==> config.mk <==
export PLATFORM = sky130hd
export DESIGN_NAME = gpioemu_mulpop_flat
export DESIGN_NICKNAME = d
export VERILOG_FILES = /design/src/rtl/gpioemu_mulpop_if.sv /design/src/rtl/gpioemu_mulpop.sv /design/src/flat_wrapper.sv
export SDC_FILE = /design/constraint.sdc
export NUM_CORES = 1
export LEC_CHECK = 0
export ABC_AREA = 1
export CAP_MARGIN = 25
export CORE_ASPECT_RATIO = 0.8
export CORE_MARGIN = 10
export CORE_UTILIZATION = 57
export DETAILED_ROUTE_END_ITERATION = 8
export PLACE_DENSITY = 0.82
export SETUP_SLACK_MARGIN = 0.2
export SYNTH_ARGS = -nofsm -noshare
export SYNTH_HDL_FRONTEND = slang
export SYNTH_SLANG_ARGS = --single-unit
==> constraint.sdc <==
create_clock -name clk -period 12.8 [get_ports clk]
set_input_delay 2.56 -clock clk [delete_from_list [all_inputs] [get_ports clk]]
set_output_delay 2.56 -clock clk [all_outputs]
set_load 0.03 [all_outputs]
==> src/rtl/gpioemu_mulpop_if.sv <==
// ----------------------------------------------------------------------------
// gpioemu_mulpop_if : CPU-side register bus for the multiply/popcount block
// Rev 1.0
// ----------------------------------------------------------------------------
`default_nettype none

interface gpioemu_mulpop_if #(
  parameter int DATA_W = 32
);
  logic [15:0]       saddress;
  logic              srd;
  logic              swr;
  logic [DATA_W-1:0] sdata_in;
  logic [DATA_W-1:0] sdata_out;

  modport master (
    output saddress,
    output srd,
    output swr,
    output sdata_in,
    input  sdata_out
  );

  modport slave (
    input  saddress,
    input  srd,
    input  swr,
    input  sdata_in,
    output sdata_out
  );
endinterface

`default_nettype wire

==> src/rtl/gpioemu_mulpop.sv <==
// ----------------------------------------------------------------------------
// gpioemu_mulpop : bus-mapped shift-add multiplier with popcount of the low word
// Rev 1.0
// ----------------------------------------------------------------------------
`default_nettype none

module gpioemu_mulpop #(
  parameter int          OP_W      = 24,
  parameter int          DATA_W    = 32,
  parameter int          CNT_W     = 16,
  parameter logic [15:0] BASE_ADDR = 16'h0380
) (
  input  logic                 clk,
  input  logic                 n_reset,
  gpioemu_mulpop_if.slave      bus,
  input  logic [31:0]          gpio_in,
  input  logic                 gpio_latch,
  output logic [31:0]          gpio_out,
  output logic [31:0]          gpio_in_s_insp
);

  localparam int PROD_W = 2 * OP_W;
  // Wide enough that both the low word and a full DATA_W high slice always exist.
  localparam int EXT_W  = (PROD_W > 2 * DATA_W) ? PROD_W : 2 * DATA_W;
  localparam int PC_W   = $clog2(DATA_W + 1);
  localparam int BC_W   = $clog2(OP_W + 1);

  localparam logic [15:0] ADDR_A1   = BASE_ADDR;
  localparam logic [15:0] ADDR_A2   = BASE_ADDR + 16'h0008;
  localparam logic [15:0] ADDR_W    = BASE_ADDR + 16'h0010;
  localparam logic [15:0] ADDR_L    = BASE_ADDR + 16'h0018;
  localparam logic [15:0] ADDR_CTRL = BASE_ADDR + 16'h0020;
  localparam logic [15:0] ADDR_HI   = BASE_ADDR + 16'h0028;

  typedef enum logic [1:0] {
    S_IDLE = 2'd0,
    S_MUL  = 2'd1,
    S_POP  = 2'd2
  } state_e;

  state_e             state_q,       state_d;
  logic               srd_q,         srd_prev_q;
  logic               swr_q,         swr_prev_q;
  logic               gl_q,          gl_prev_q;
  logic [15:0]        addr_q;
  logic [DATA_W-1:0]  wdata_q;
  logic [31:0]        gpio_q;
  logic [OP_W-1:0]    a1_q,          a1_d;
  logic [OP_W-1:0]    a2_q,          a2_d;
  logic [PROD_W-1:0]  mcand_q,       mcand_d;
  logic [OP_W-1:0]    mplier_q,      mplier_d;
  logic [PROD_W-1:0]  acc_q,         acc_d;
  logic [BC_W-1:0]    bit_cnt_q,     bit_cnt_d;
  logic [DATA_W-1:0]  w_q,           w_d;
  logic [PC_W-1:0]    l_q,           l_d;
  logic [DATA_W-1:0]  hi_q,          hi_d;
  logic               ready_q,       ready_d;
  logic               valid_q,       valid_d;
  logic [CNT_W-1:0]   op_count_q,    op_count_d;
  logic [DATA_W-1:0]  sdata_out_q,   sdata_out_d;
  logic [31:0]        insp_q,        insp_d;

  logic               rd_ev, wr_ev, gl_ev;
  logic               sel_a1, sel_a2, sel_w, sel_l, sel_ctrl, sel_hi;
  logic [DATA_W-1:0]  rdata;
  logic [EXT_W-1:0]   prod_ext;
  logic [DATA_W-1:0]  prod_lo;
  logic [DATA_W-1:0]  prod_hi;
  logic               prod_over;
  logic [PC_W-1:0]    prod_pop;
  logic               unused_wdata;

  function automatic logic [PC_W-1:0] popcnt(input logic [DATA_W-1:0] v);
    logic [PC_W-1:0] n;
    n = '0;
    for (int i = 0; i < DATA_W; i++) begin
      n = n + PC_W'(v[i]);
    end
    return n;
  endfunction

  // A strobe counts once: it must be seen high after having been seen low.
  assign rd_ev = srd_q & ~srd_prev_q;
  assign wr_ev = swr_q & ~swr_prev_q;
  assign gl_ev = gl_q  & ~gl_prev_q;

  assign sel_a1   = (addr_q == ADDR_A1);
  assign sel_a2   = (addr_q == ADDR_A2);
  assign sel_w    = (addr_q == ADDR_W);
  assign sel_l    = (addr_q == ADDR_L);
  assign sel_ctrl = (addr_q == ADDR_CTRL);
  assign sel_hi   = (addr_q == ADDR_HI);

  assign prod_ext  = EXT_W'(acc_q);
  assign prod_lo   = prod_ext[DATA_W-1:0];
  assign prod_hi   = prod_ext[2*DATA_W-1:DATA_W];
  assign prod_over = |(prod_ext >> DATA_W);
  assign prod_pop  = popcnt(prod_lo);

  // Operand writes keep only OP_W bits and CTRL write data is a pure trigger.
  assign unused_wdata = ^wdata_q;

  always_comb begin
    rdata = '0;
    if (sel_w) begin
      rdata = w_q;
    end else if (sel_l) begin
      rdata = DATA_W'(l_q);
    end else if (sel_ctrl) begin
      rdata = DATA_W'({ready_q, valid_q});
    end else if (sel_hi) begin
      rdata = hi_q;
    end
  end

  always_comb begin
    state_d     = state_q;
    a1_d        = a1_q;
    a2_d        = a2_q;
    mcand_d     = mcand_q;
    mplier_d    = mplier_q;
    acc_d       = acc_q;
    bit_cnt_d   = bit_cnt_q;
    w_d         = w_q;
    l_d         = l_q;
    hi_d        = hi_q;
    ready_d     = ready_q;
    valid_d     = valid_q;
    op_count_d  = op_count_q;
    sdata_out_d = sdata_out_q;
    insp_d      = insp_q;

    // Read mux uses current register values, so a same-cycle write is not visible.
    if (rd_ev) begin
      sdata_out_d = rdata;
    end
    if (gl_ev) begin
      insp_d = gpio_q;
    end
    if (wr_ev && sel_a1) begin
      a1_d = wdata_q[OP_W-1:0];
    end
    if (wr_ev && sel_a2) begin
      a2_d = wdata_q[OP_W-1:0];
    end

    case (state_q)
      S_IDLE: begin
        if (wr_ev && sel_ctrl) begin
          mcand_d   = PROD_W'(a1_q);
          mplier_d  = a2_q;
          acc_d     = '0;
          bit_cnt_d = '0;
          ready_d   = 1'b0;
          valid_d   = 1'b1;
          state_d   = S_MUL;
        end
      end
      S_MUL: begin
        if (mplier_q[0]) begin
          acc_d = acc_q + mcand_q;
        end
        mcand_d   = mcand_q << 1;
        mplier_d  = mplier_q >> 1;
        bit_cnt_d = bit_cnt_q + BC_W'(1);
        if (bit_cnt_q == BC_W'(OP_W - 1)) begin
          state_d = S_POP;
        end
      end
      S_POP: begin
        w_d        = prod_lo;
        hi_d       = prod_hi;
        l_d        = prod_pop;
        valid_d    = ~prod_over;
        ready_d    = 1'b1;
        op_count_d = op_count_q + CNT_W'(1);
        state_d    = S_IDLE;
      end
      default: begin
        state_d = S_IDLE;
      end
    endcase
  end

  always_ff @(posedge clk or negedge n_reset) begin
    if (!n_reset) begin
      state_q     <= S_IDLE;
      srd_q       <= 1'b0;
      srd_prev_q  <= 1'b0;
      swr_q       <= 1'b0;
      swr_prev_q  <= 1'b0;
      gl_q        <= 1'b0;
      gl_prev_q   <= 1'b0;
      addr_q      <= '0;
      wdata_q     <= '0;
      gpio_q      <= '0;
      a1_q        <= '0;
      a2_q        <= '0;
      mcand_q     <= '0;
      mplier_q    <= '0;
      acc_q       <= '0;
      bit_cnt_q   <= '0;
      w_q         <= '0;
      l_q         <= '0;
      hi_q        <= '0;
      ready_q     <= 1'b1;
      valid_q     <= 1'b1;
      op_count_q  <= '0;
      sdata_out_q <= '0;
      insp_q      <= '0;
    end else begin
      state_q     <= state_d;
      srd_q       <= bus.srd;
      srd_prev_q  <= srd_q;
      swr_q       <= bus.swr;
      swr_prev_q  <= swr_q;
      gl_q        <= gpio_latch;
      gl_prev_q   <= gl_q;
      addr_q      <= bus.saddress;
      wdata_q     <= bus.sdata_in;
      gpio_q      <= gpio_in;
      a1_q        <= a1_d;
      a2_q        <= a2_d;
      mcand_q     <= mcand_d;
      mplier_q    <= mplier_d;
      acc_q       <= acc_d;
      bit_cnt_q   <= bit_cnt_d;
      w_q         <= w_d;
      l_q         <= l_d;
      hi_q        <= hi_d;
      ready_q     <= ready_d;
      valid_q     <= valid_d;
      op_count_q  <= op_count_d;
      sdata_out_q <= sdata_out_d;
      insp_q      <= insp_d;
    end
  end

  assign bus.sdata_out  = sdata_out_q;
  assign gpio_out       = 32'(op_count_q);
  assign gpio_in_s_insp = insp_q;

endmodule

`default_nettype wire
==> src/flat_wrapper.sv <==
// flat-port wrapper written by rule: the top's interface ports become plain ports
module gpioemu_mulpop_flat 
#(
  parameter int          OP_W      = 24,
  parameter int          DATA_W    = 32,
  parameter int          CNT_W     = 16,
  parameter logic [15:0] BASE_ADDR = 16'h0380
)
  (clk, n_reset, gpio_in, gpio_latch, gpio_out, gpio_in_s_insp, bus_saddress, bus_srd, bus_swr, bus_sdata_in, bus_sdata_out);
  gpioemu_mulpop_if #(.DATA_W(DATA_W)) bus_i ();
  input  logic clk;
  input  logic n_reset;
  input  logic [31:0] gpio_in;
  input  logic gpio_latch;
  output logic [31:0] gpio_out;
  output logic [31:0] gpio_in_s_insp;
  input wire logic [$bits(bus_i.saddress)-1:0] bus_saddress;
  input wire logic [$bits(bus_i.srd)-1:0] bus_srd;
  input wire logic [$bits(bus_i.swr)-1:0] bus_swr;
  input wire logic [$bits(bus_i.sdata_in)-1:0] bus_sdata_in;
  output wire logic [$bits(bus_i.sdata_out)-1:0] bus_sdata_out;
  assign bus_i.saddress = bus_saddress;
  assign bus_i.srd = bus_srd;
  assign bus_i.swr = bus_swr;
  assign bus_i.sdata_in = bus_sdata_in;
  assign bus_sdata_out = bus_i.sdata_out;
  gpioemu_mulpop #(.OP_W(OP_W), .DATA_W(DATA_W), .CNT_W(CNT_W), .BASE_ADDR(BASE_ADDR)) u_core (.clk(clk), .n_reset(n_reset), .bus(bus_i), .gpio_in(gpio_in), .gpio_latch(gpio_latch), .gpio_out(gpio_out), .gpio_in_s_insp(gpio_in_s_insp));
endmodule
==> impl_results.md, run 1 <==
* Area growth syn-to-layout at 15.8%
* Worst-path maximum fanout at 5
* Final Hold Viols at 0
* Overall via count from detail_route at 15900
* Starting density of the core at 0.582
* Category of the worst setup path launch point: flop
* Overall power of the completed layout at 2.56 mW
* Static leakage power at 11.4 nW
* Largest net degree at the start of global routing at 152
* Filler instances at 2701
* Status: finished, final reports clean
* Sum Neg Setup Slack at 0 ns
* Tightest slew margin relative to the limit at 0.422
* Drt total wl at 50300 um
* # IOs at 181
* Iteration-0 DRC Markers at 1415
* Detailed-route vias per instance at 5.33
* Share of the clock period used by the worst path at 0.407
* Antenna-violating nets left at 0
* Kind of end point of the critical path: flop
* Achievable frequency at 0.192 GHz
* Share of final-layout standard cells stronger than drive strength 1 at 0.0571
* Final max-slew violation count at 0
* Required time of the critical path at 13.21 ns
* Residual DRC count at 0
* Final core utilization at 0.673
* Die Span Y at 186 um
* WP data arrival at 5.62 ns
* HPWL after DPL at 37400 um
* Final setup skew at roughly 0.025 ns
* Mean area per synthesized cell at 8.29 sq um
* Clock buffers created by TritonCTS at 39
* Worst R2R End: u_core.l_q[5]
* Overall die area at 42300 sq um
* NumNets Final at ~2700
* Launching element of the worst setup path: u_core.acc_q[1]
* Hold Path Depth at 0
* Synth unique cells at 46
* Std-Cell Core Area at 33800 sq um
* Total number of placement rows at 60
* GRT Resource Usage Total at 0.239
* Area of combinational cells with multiple inputs at 8010 sq um
* Root Driver: sky130_fd_sc_hd__clkbuf_16
* Worst R2R Setup Slack at approximately 7.6 ns
* Reg-to-reg startpoint: u_core.acc_q[1]
* Routability congestion estimate from global placement at between 0.9 and 1
* Post-Synthesis Cell Area at 19600 sq um
* Peak supply drop at 99.4 uV
* Post-layout minimum cycle time at 5.21 ns
* Clock latency reported for the late side of the worst-skew pair at 0.56 ns
* Number of setup buffers added after CTS at 0
* Total power per unit cell area at around 110 nW/um^2
* Clock slew at reported path FFs at 0.06 ns
* Worst Reg-to-Reg Cells at 18
* Area taken by flip-flops and latches at 9740 sq um
* Setup repair after global routing missed its margin: false
* Global-route congestion overflow total at 0
* First-pass GRT wire length at 80000 um
* Total of cells resized after clock tree synthesis at 0
* Number of cells produced by synthesis at 2370
* Pre-Repair DR Iteration Count at 6
* Max capacitance violation total at 0
* Detailed-route wire length per cell at 16.9 um
* Number of warnings reported in the yosys synthesis log at 0
* Worst slew pin tran at 0.867 ns
* Hold buffers post-CTS at 0
* Type of the most critical hold path: reg2reg
* Path type of the worst setup path: reg2reg
* Count of endpoints failing setup in the final report at 0
* Sinks on Clock Net at slightly below 400
* Antenna cell count at 0
* H-tree depth at 2
* Flip-flop and latch count after synthesis at 389
* Die Wd at 228 um
* Sequential element share of the synthesized area at 0.496
* Number of port buffers at about 160
* CTS tree: done
* Worst-case clock buffer depth at 3
* Number of global-route vias before repair at 15500
* Worst min-delay path startpoint: u_core.srd_q
* Antenna violations before repair at 0
* Hold worst-path end: u_core.srd_prev_q
[cells by family (layout without fill, tap and decap cells)]
| group | count (synthesis) | in the layout | share of synthesized area |
|---|---|---|---|
| simple gates | 1045 | 1045 | 0.219 |
| mux | 32 | 32 | 0.0183 |
| xor+xnor | 21 | 21 | 0.00936 |
| buf+inv | 476 | 629 | 0.100 |
| flops | 389 | 389 | 0.496 |
| other cells | 1 | 16 | 0.000191 |
| compound gates | 324 | 324 | 0.0958 |
| fa+ha+maj | 82 | 82 | 0.0618 |
[critical path, cell delays in order, from the launching register on]
cell,delay (ns)
sky130_fd_sc_hd__dfrtp_1,0.47
sky130_fd_sc_hd__ha_1,0.32
sky130_fd_sc_hd__inv_1,0.05
sky130_fd_sc_hd__fa_1,0.46
sky130_fd_sc_hd__fa_1,0.45
sky130_fd_sc_hd__fa_1,0.45
sky130_fd_sc_hd__fa_1,0.55
sky130_fd_sc_hd__inv_1,0.07
sky130_fd_sc_hd__fa_1,0.54
sky130_fd_sc_hd__inv_1,0.06
sky130_fd_sc_hd__fa_1,0.53
sky130_fd_sc_hd__inv_1,0.04
sky130_fd_sc_hd__ha_1,0.34
sky130_fd_sc_hd__nand2_1,0.08
sky130_fd_sc_hd__nor2_1,0.04
sky130_fd_sc_hd__a211oi_1,0.30
sky130_fd_sc_hd__nor2_1,0.07
sky130_fd_sc_hd__o211ai_1,0.15
sky130_fd_sc_hd__o21ai_0,0.11
[through the flow]
step	cell area (sq um)	std cells	setup WS, ns	hold WS, ns
6_report	22700	2972	7.59	0.382
5_1_grt	22700	2972	7.35	0.394
4_1_cts	22700	2970	7.61	0.383
3_5_place_dp	21400	2902	7.63	0.375
3_3_place_gp	21400	2902	7.67	0.361
2_1_floorplan	19700	2385	7.87	0.354
[power breakdown]
part / leakage, nW / internal [mW] / switching, mW
Sequential: 5.18 / 1.26 / 0.0123
Clock: 0.613 / 0.666 / 0.474
Combinational: 5.64 / 0.0608 / 0.0875
Total: 11.4 / 1.98 / 0.574
[flip-flops by register name (all words and copies together) (netlist names), 6 cells and up]
| signal | flops |
|---|---|
| u_core.wdata_q | 24 |
| u_core.hi_q | 16 |
| u_core.acc_q | 48 |
| u_core.mcand_q | 48 |
| u_core.w_q | 32 |
| u_core.l_q | 6 |
| u_core.addr_q | 16 |
| u_core.op_count_q | 16 |
| u_core.a2_q | 24 |
| u_core.mplier_q | 24 |
| u_core.bus.sdata_out | 32 |
| u_core.gpio_q | 32 |
| u_core.gpio_in_s_insp | 32 |
| u_core.a1_q | 24 |
[placed cells by master (no fill, tap or decap), types with 3 or more instances in the layout]
master / instances
sky130_fd_sc_hd__a21oi_1: 51
sky130_fd_sc_hd__a22o_1: 12
sky130_fd_sc_hd__buf_4: 10
sky130_fd_sc_hd__bufinv_16: 3
sky130_fd_sc_hd__clkbuf_1: 12
sky130_fd_sc_hd__clkbuf_16: 40
sky130_fd_sc_hd__clkbuf_8: 5
sky130_fd_sc_hd__clkdlybuf4s50_1: 155
sky130_fd_sc_hd__clkinv_2: 5
sky130_fd_sc_hd__conb_1: 16
sky130_fd_sc_hd__dfrtp_1: 387
sky130_fd_sc_hd__fa_1: 25
sky130_fd_sc_hd__ha_1: 57
sky130_fd_sc_hd__inv_1: 385
sky130_fd_sc_hd__inv_2: 6
sky130_fd_sc_hd__mux2_2: 32
sky130_fd_sc_hd__nand2_1: 791
sky130_fd_sc_hd__nand3_1: 86
sky130_fd_sc_hd__nand4_1: 20
sky130_fd_sc_hd__nand4_4: 3
sky130_fd_sc_hd__nor2_1: 105
sky130_fd_sc_hd__nor2_2: 3
sky130_fd_sc_hd__nor2_4: 7
sky130_fd_sc_hd__nor3_1: 8
sky130_fd_sc_hd__nor4_1: 7
sky130_fd_sc_hd__o211ai_1: 41
sky130_fd_sc_hd__o211ai_2: 8
sky130_fd_sc_hd__o21ai_0: 97
sky130_fd_sc_hd__o21ai_1: 83
sky130_fd_sc_hd__o21bai_1: 3
sky130_fd_sc_hd__o22ai_1: 24
sky130_fd_sc_hd__or2_2: 5
sky130_fd_sc_hd__xnor2_1: 11
sky130_fd_sc_hd__xor2_1: 10
[synth_stat cells, drive strengths merged]
| master | n | area [sq um] |
|---|---|---|
| a211oi | 1 | 7.51 |
| and2 | 1 | 6.26 |
| o21bai | 3 | 22.5 |
| a21o | 1 | 7.51 |
| nor3b | 2 | 37.5 |
| nor2 | 115 | 489 |
| clkinv | 1 | 5.00 |
| buf | 50 | 364 |
| nor3 | 10 | 60.1 |
| ha | 57 | 713 |
| fa | 25 | 500 |
| nor4 | 7 | 43.8 |
| a22o | 12 | 105 |
| conb | 1 | 3.75 |
| inv | 391 | 1470 |
| o211ai | 49 | 408 |
| clkbuf | 34 | 128 |
| dfstp | 2 | 52.6 |
| nand4 | 23 | 189 |
| dfrtp | 387 | 9680 |
| nand3 | 86 | 430 |
| or2 | 5 | 31.3 |
| o22ai | 24 | 150 |
| a32oi | 1 | 8.76 |
| xor2 | 10 | 87.6 |
| nand2 | 794 | 3000 |
| o21ai | 181 | 910 |
| xnor2 | 11 | 96.3 |
| a21oi | 51 | 255 |
| o31ai | 1 | 7.51 |
| nand3b | 2 | 15.0 |
| mux2 | 32 | 360 |
[how the worst max path moves through the flow]
stage / endpoint / slack, ns / cells past startpoint
3_3_place_gp: u_core.l_q[4] / 7.67 / 17
5_1_grt: u_core.l_q[5] / 7.35 / 18
3_5_place_dp: u_core.l_q[4] / 7.63 / 17
6_report: u_core.l_q[5] / 7.59 / 18
2_1_floorplan: u_core.l_q[4] / 7.87 / 17
4_1_cts: u_core.l_q[4] / 7.61 / 17
[metal layers]
layer  global-route usage  wire (um)
met1                0.331      22000
met2                0.367      22300
met3               0.0470       4230
met4               0.0875       1740
met5                    0          0
[area by class of cell]
cell class | count | area share
well taps | 434 | 0.0239
clock inverters | 11 | 0.00660
repair buffers | 169 | 0.0755
multi-input cells | 1520 | 0.352
inverters | 392 | 0.0647
clock buffers | 57 | 0.0490
flip-flops and latches | 389 | 0.428
Power figures use the tool's default switching activity.
==> inputs of run 2 (changes only) <==
- CORE_UTILIZATION: 57 -> 53
- PLACE_DENSITY: 0.82 -> 0.8
- clock period: 12.8 -> 4.7 ns (I/O delays scaled with it)
==> run 2 against run 1 <==
  * The flow now finishes with violations (negative setup slack)
  * Non-clock buffer count rose by 23
  * Combinational power rose to 2.7 times the previous value
  * Register-to-register slack worse by 7.8 ns
  * Setup slack got worse by 7.8 ns
  * Hold slack got worse by 0.0084 ns
  * Global-route usage shrank 1.4 points
  * Sequential cell count did not move
  * Clock power rose to 2.7 times the previous value
  * Via count shrank 0.15%
==> impl_results.md, run 2 (synthesized netlist as in run 1, its figures left out) <==
* Status: finished, violations left
* Violations in the final reports: negative setup slack
* Delay of the slowest cell on the worst path at 0.54 ns (about the same)
* WP data arrival at 5.39 ns (-0.23 ns)
* Sw Share at 0.228 (+0.00387)
* Die Span Y at 192 um (+3.3%)
* Peak supply drop at 346 uV (+250%)
* Overall die area at 45200 sq um (+6.8%)
* Overall power of the completed layout at 6.98 mW (+170%)
* Final setup skew at 0.0373 ns (+0.0128 ns)
* HPWL after DPL at 38900 um (+4.1%)
* Overall via count from detail_route at 15800 (-0.15%)
* Tightest slew margin relative to the limit at 0.313 (-0.108)
* Clock slew at reported path FFs at 0.06 ns (about the same)
* NumNets Final at 2702 (+0.90%)
* Final Hold Viols at 0 (unchanged)
* Worst R2R End: u_core.l_q[4]
* H-tree depth at 2 (unchanged)
* Post-layout minimum cycle time at 4.95 ns (-0.257 ns)
* Worst-path maximum fanout at 2 (-3)
* # IOs at 181 (unchanged)
* Share of the clock period used by the worst path at 1.05 (+0.647)
* Drt total wl at 51400 um (+2.3%)
* Most prevalent standard cell on the critical path: sky130_fd_sc_hd__fa_1
* CTS tree: done
* Worst-case clock buffer depth at 3 (unchanged)
* Required time of the critical path at 5.13 ns (-8.08 ns)
* Kind of end point of the critical path: flop
* Number of global-route vias before repair at 15500 (+0.026%)
* Antenna-violating nets left at 0 (unchanged)
* Global-route congestion overflow total at 0 (unchanged)
* First-pass GRT wire length at 82400 um (+2.9%)
* Number of port buffers at 156 (unchanged)
* Iteration-0 DRC Markers at 1352 (-4.5%)
* Max capacitance violation total at 0 (unchanged)
* Capturing instance or port of the critical path: u_core.l_q[4]
* Fraction of power consumed by sequential logic at 0.495 (about the same)
* Clock buffers created by TritonCTS at 40 (+2.6%)
* Type of the most critical hold path: reg2reg
* Clock latency reported for the late side of the worst-skew pair at 0.57 ns (about the same)
* Worst slew pin tran at 1.03 ns (+0.163 ns)
* Setup WS pre-CTS at -0.251 ns (-7.88 ns)
* Area growth syn-to-layout at 17.2%
* Count of endpoints failing setup in the final report at 5 (+5)
* Antenna violations before repair at 0 (unchanged)
* Setup repair after global routing missed its margin: true
* Residual DRC count at 0 (unchanged)
* Slowest cell on the critical path: sky130_fd_sc_hd__fa_1
* Reg-to-reg startpoint: u_core.acc_q[1]
* Hold Path Depth at 0 (unchanged)
* Worst Reg-to-Reg Cells at 17 (-1)
* Largest net degree at the start of global routing at 110 (-28%)
* Final worst slack at -0.251 ns (-7.84 ns)
* Pre-Repair DR Iteration Count at 6 (unchanged)
* Category of the worst setup path launch point: flop
* Sinks on Clock Net at 389 (unchanged)
* Final max-slew violation count at 0 (unchanged)
* Detailed-route vias per instance at 5.20 (-2.5%)
* Chain of cells forming the critical path: ha_4, inv_2, fa_1, fa_1, fa_1, fa_1, fa_1, fa_1, fa_2, fa_2, inv_2, a21oi_2, nor2_1, nor2_1, xnor2_1, nand2_1, nand2_1
* Cell internal pwr at 5.39 mW (+170%)
* Starting density of the core at 0.542 (-0.0392)
* Most common cell after layout, fill and taps aside: sky130_fd_sc_hd__nand2_1
* Launching element of the worst setup path: u_core.acc_q[1]
* Largest registers in the final layout: u_core.acc_q (48), u_core.mcand_q (48)
* Achievable frequency at 0.202 GHz (+5.2%)
* Hold Slack at 0.374 ns (-0.00837 ns)
* Routability congestion estimate from global placement at 0.939 (-5.0%)
* Power spent charging and discharging nets at 1.59 mW (+180%)
* Total number of placement rows at 62 (+3.3%)
* Die Wd at 235 um (+3.4%)
* Root Driver: sky130_fd_sc_hd__clkbuf_16
* Worst R2R Setup Slack at -0.25 ns (-7.84 ns)
* Share of final-layout standard cells stronger than drive strength 1 at 0.0710 (+0.0139)
* Detailed-route wire length per cell at 16.9 um (-0.13%)
* Combinational power share at 0.058 (about the same)
* Std-Cell Core Area at 36200 sq um (+7.2%)
* Worst min-delay path startpoint: u_core.gl_q
* Total power per unit cell area at 303 nW/um^2 (+170%)
* Antenna cell count at 0 (unchanged)
* Path type of the worst setup path: reg2reg
* Part of the power in the clock network at 0.447 (about the same)
* Static leakage power at 11.6 nW (+1.1%)
* Commonest cells after routing, fill and taps aside: sky130_fd_sc_hd__nand2_1, sky130_fd_sc_hd__dfrtp_1, sky130_fd_sc_hd__inv_1
* GRT Resource Usage Total at 0.225 (-0.0138)
[run 2: layout make-up]
type	count	area (sq um)
tap	480	601
multi-input combinational	1520	8060
inverter	392	1470
fill	3090	13200
clock inverter	11	103
clock buffer	60	1180
sequential	389	9740
timing repair buffer	192	1860
[run 2: what timing repair did]
item	4_1_cts	5_1_grt
buffers inserted	2	2
setup endpoints to repair	5	6
pin swaps	1	1
hold buffers	0	0
gates resized for setup	4	6
[run 2: power groups by stage]
stage	clock network, mW	logic, mW	registers [mW]
2_1_floorplan	0	0.0893	3.59
3_3_place_gp	0	0.404	3.51
3_5_place_dp	0	0.411	3.52
4_1_cts	3.17	0.414	3.46
5_1_grt	3.32	0.436	3.46
6_report	3.12	0.404	3.46
[run 2: worst min path at each step]
stage | slack (ns) | endpoint
after detailed placement | 0.36 | u_core.swr_prev_q
after CTS | 0.38 | u_core.gl_prev_q
final | 0.37 | u_core.gl_prev_q
after floorplan | 0.35 | u_core.srd_prev_q
after global routing | 0.39 | u_core.gl_prev_q
after global placement | 0.36 | u_core.gl_prev_q
[run 2: worst max-delay path, delay by kind of cell, from the launching register on]
family	cells	cell delay, ns
fa+ha+maj	9	3.92
compound gates	1	0.04
simple gates	4	0.25
flops	1	0.41
buf+inv	2	0.10
xor+xnor	1	0.12
[run 2: layer usage]
metal	global-route usage	vias to the layer above	routed length, um
met5	0	-	0
met4	0.0583	0	1160
met3	0.0447	72	4140
met2	0.349	488	22800
met1	0.319	7544	23300
li1	-	7724	-
[run 2: stage by stage]
| step | util | cell area (sq um) | instances | TNS, ns |
|---|---|---|---|---|
| 3_3_place_gp | 0.598 | 21700 | 2969 | -0.278 |
| 4_1_cts | 0.634 | 23000 | 3042 | -0.669 |
| 2_1_floorplan | - | 19700 | 2385 | -0.113 |
| 6_report | 0.635 | 23000 | 3044 | -0.717 |
| 5_1_grt | 0.635 | 23000 | 3044 | -1.54 |
| 3_5_place_dp | 0.598 | 21700 | 2969 | -0.679 |
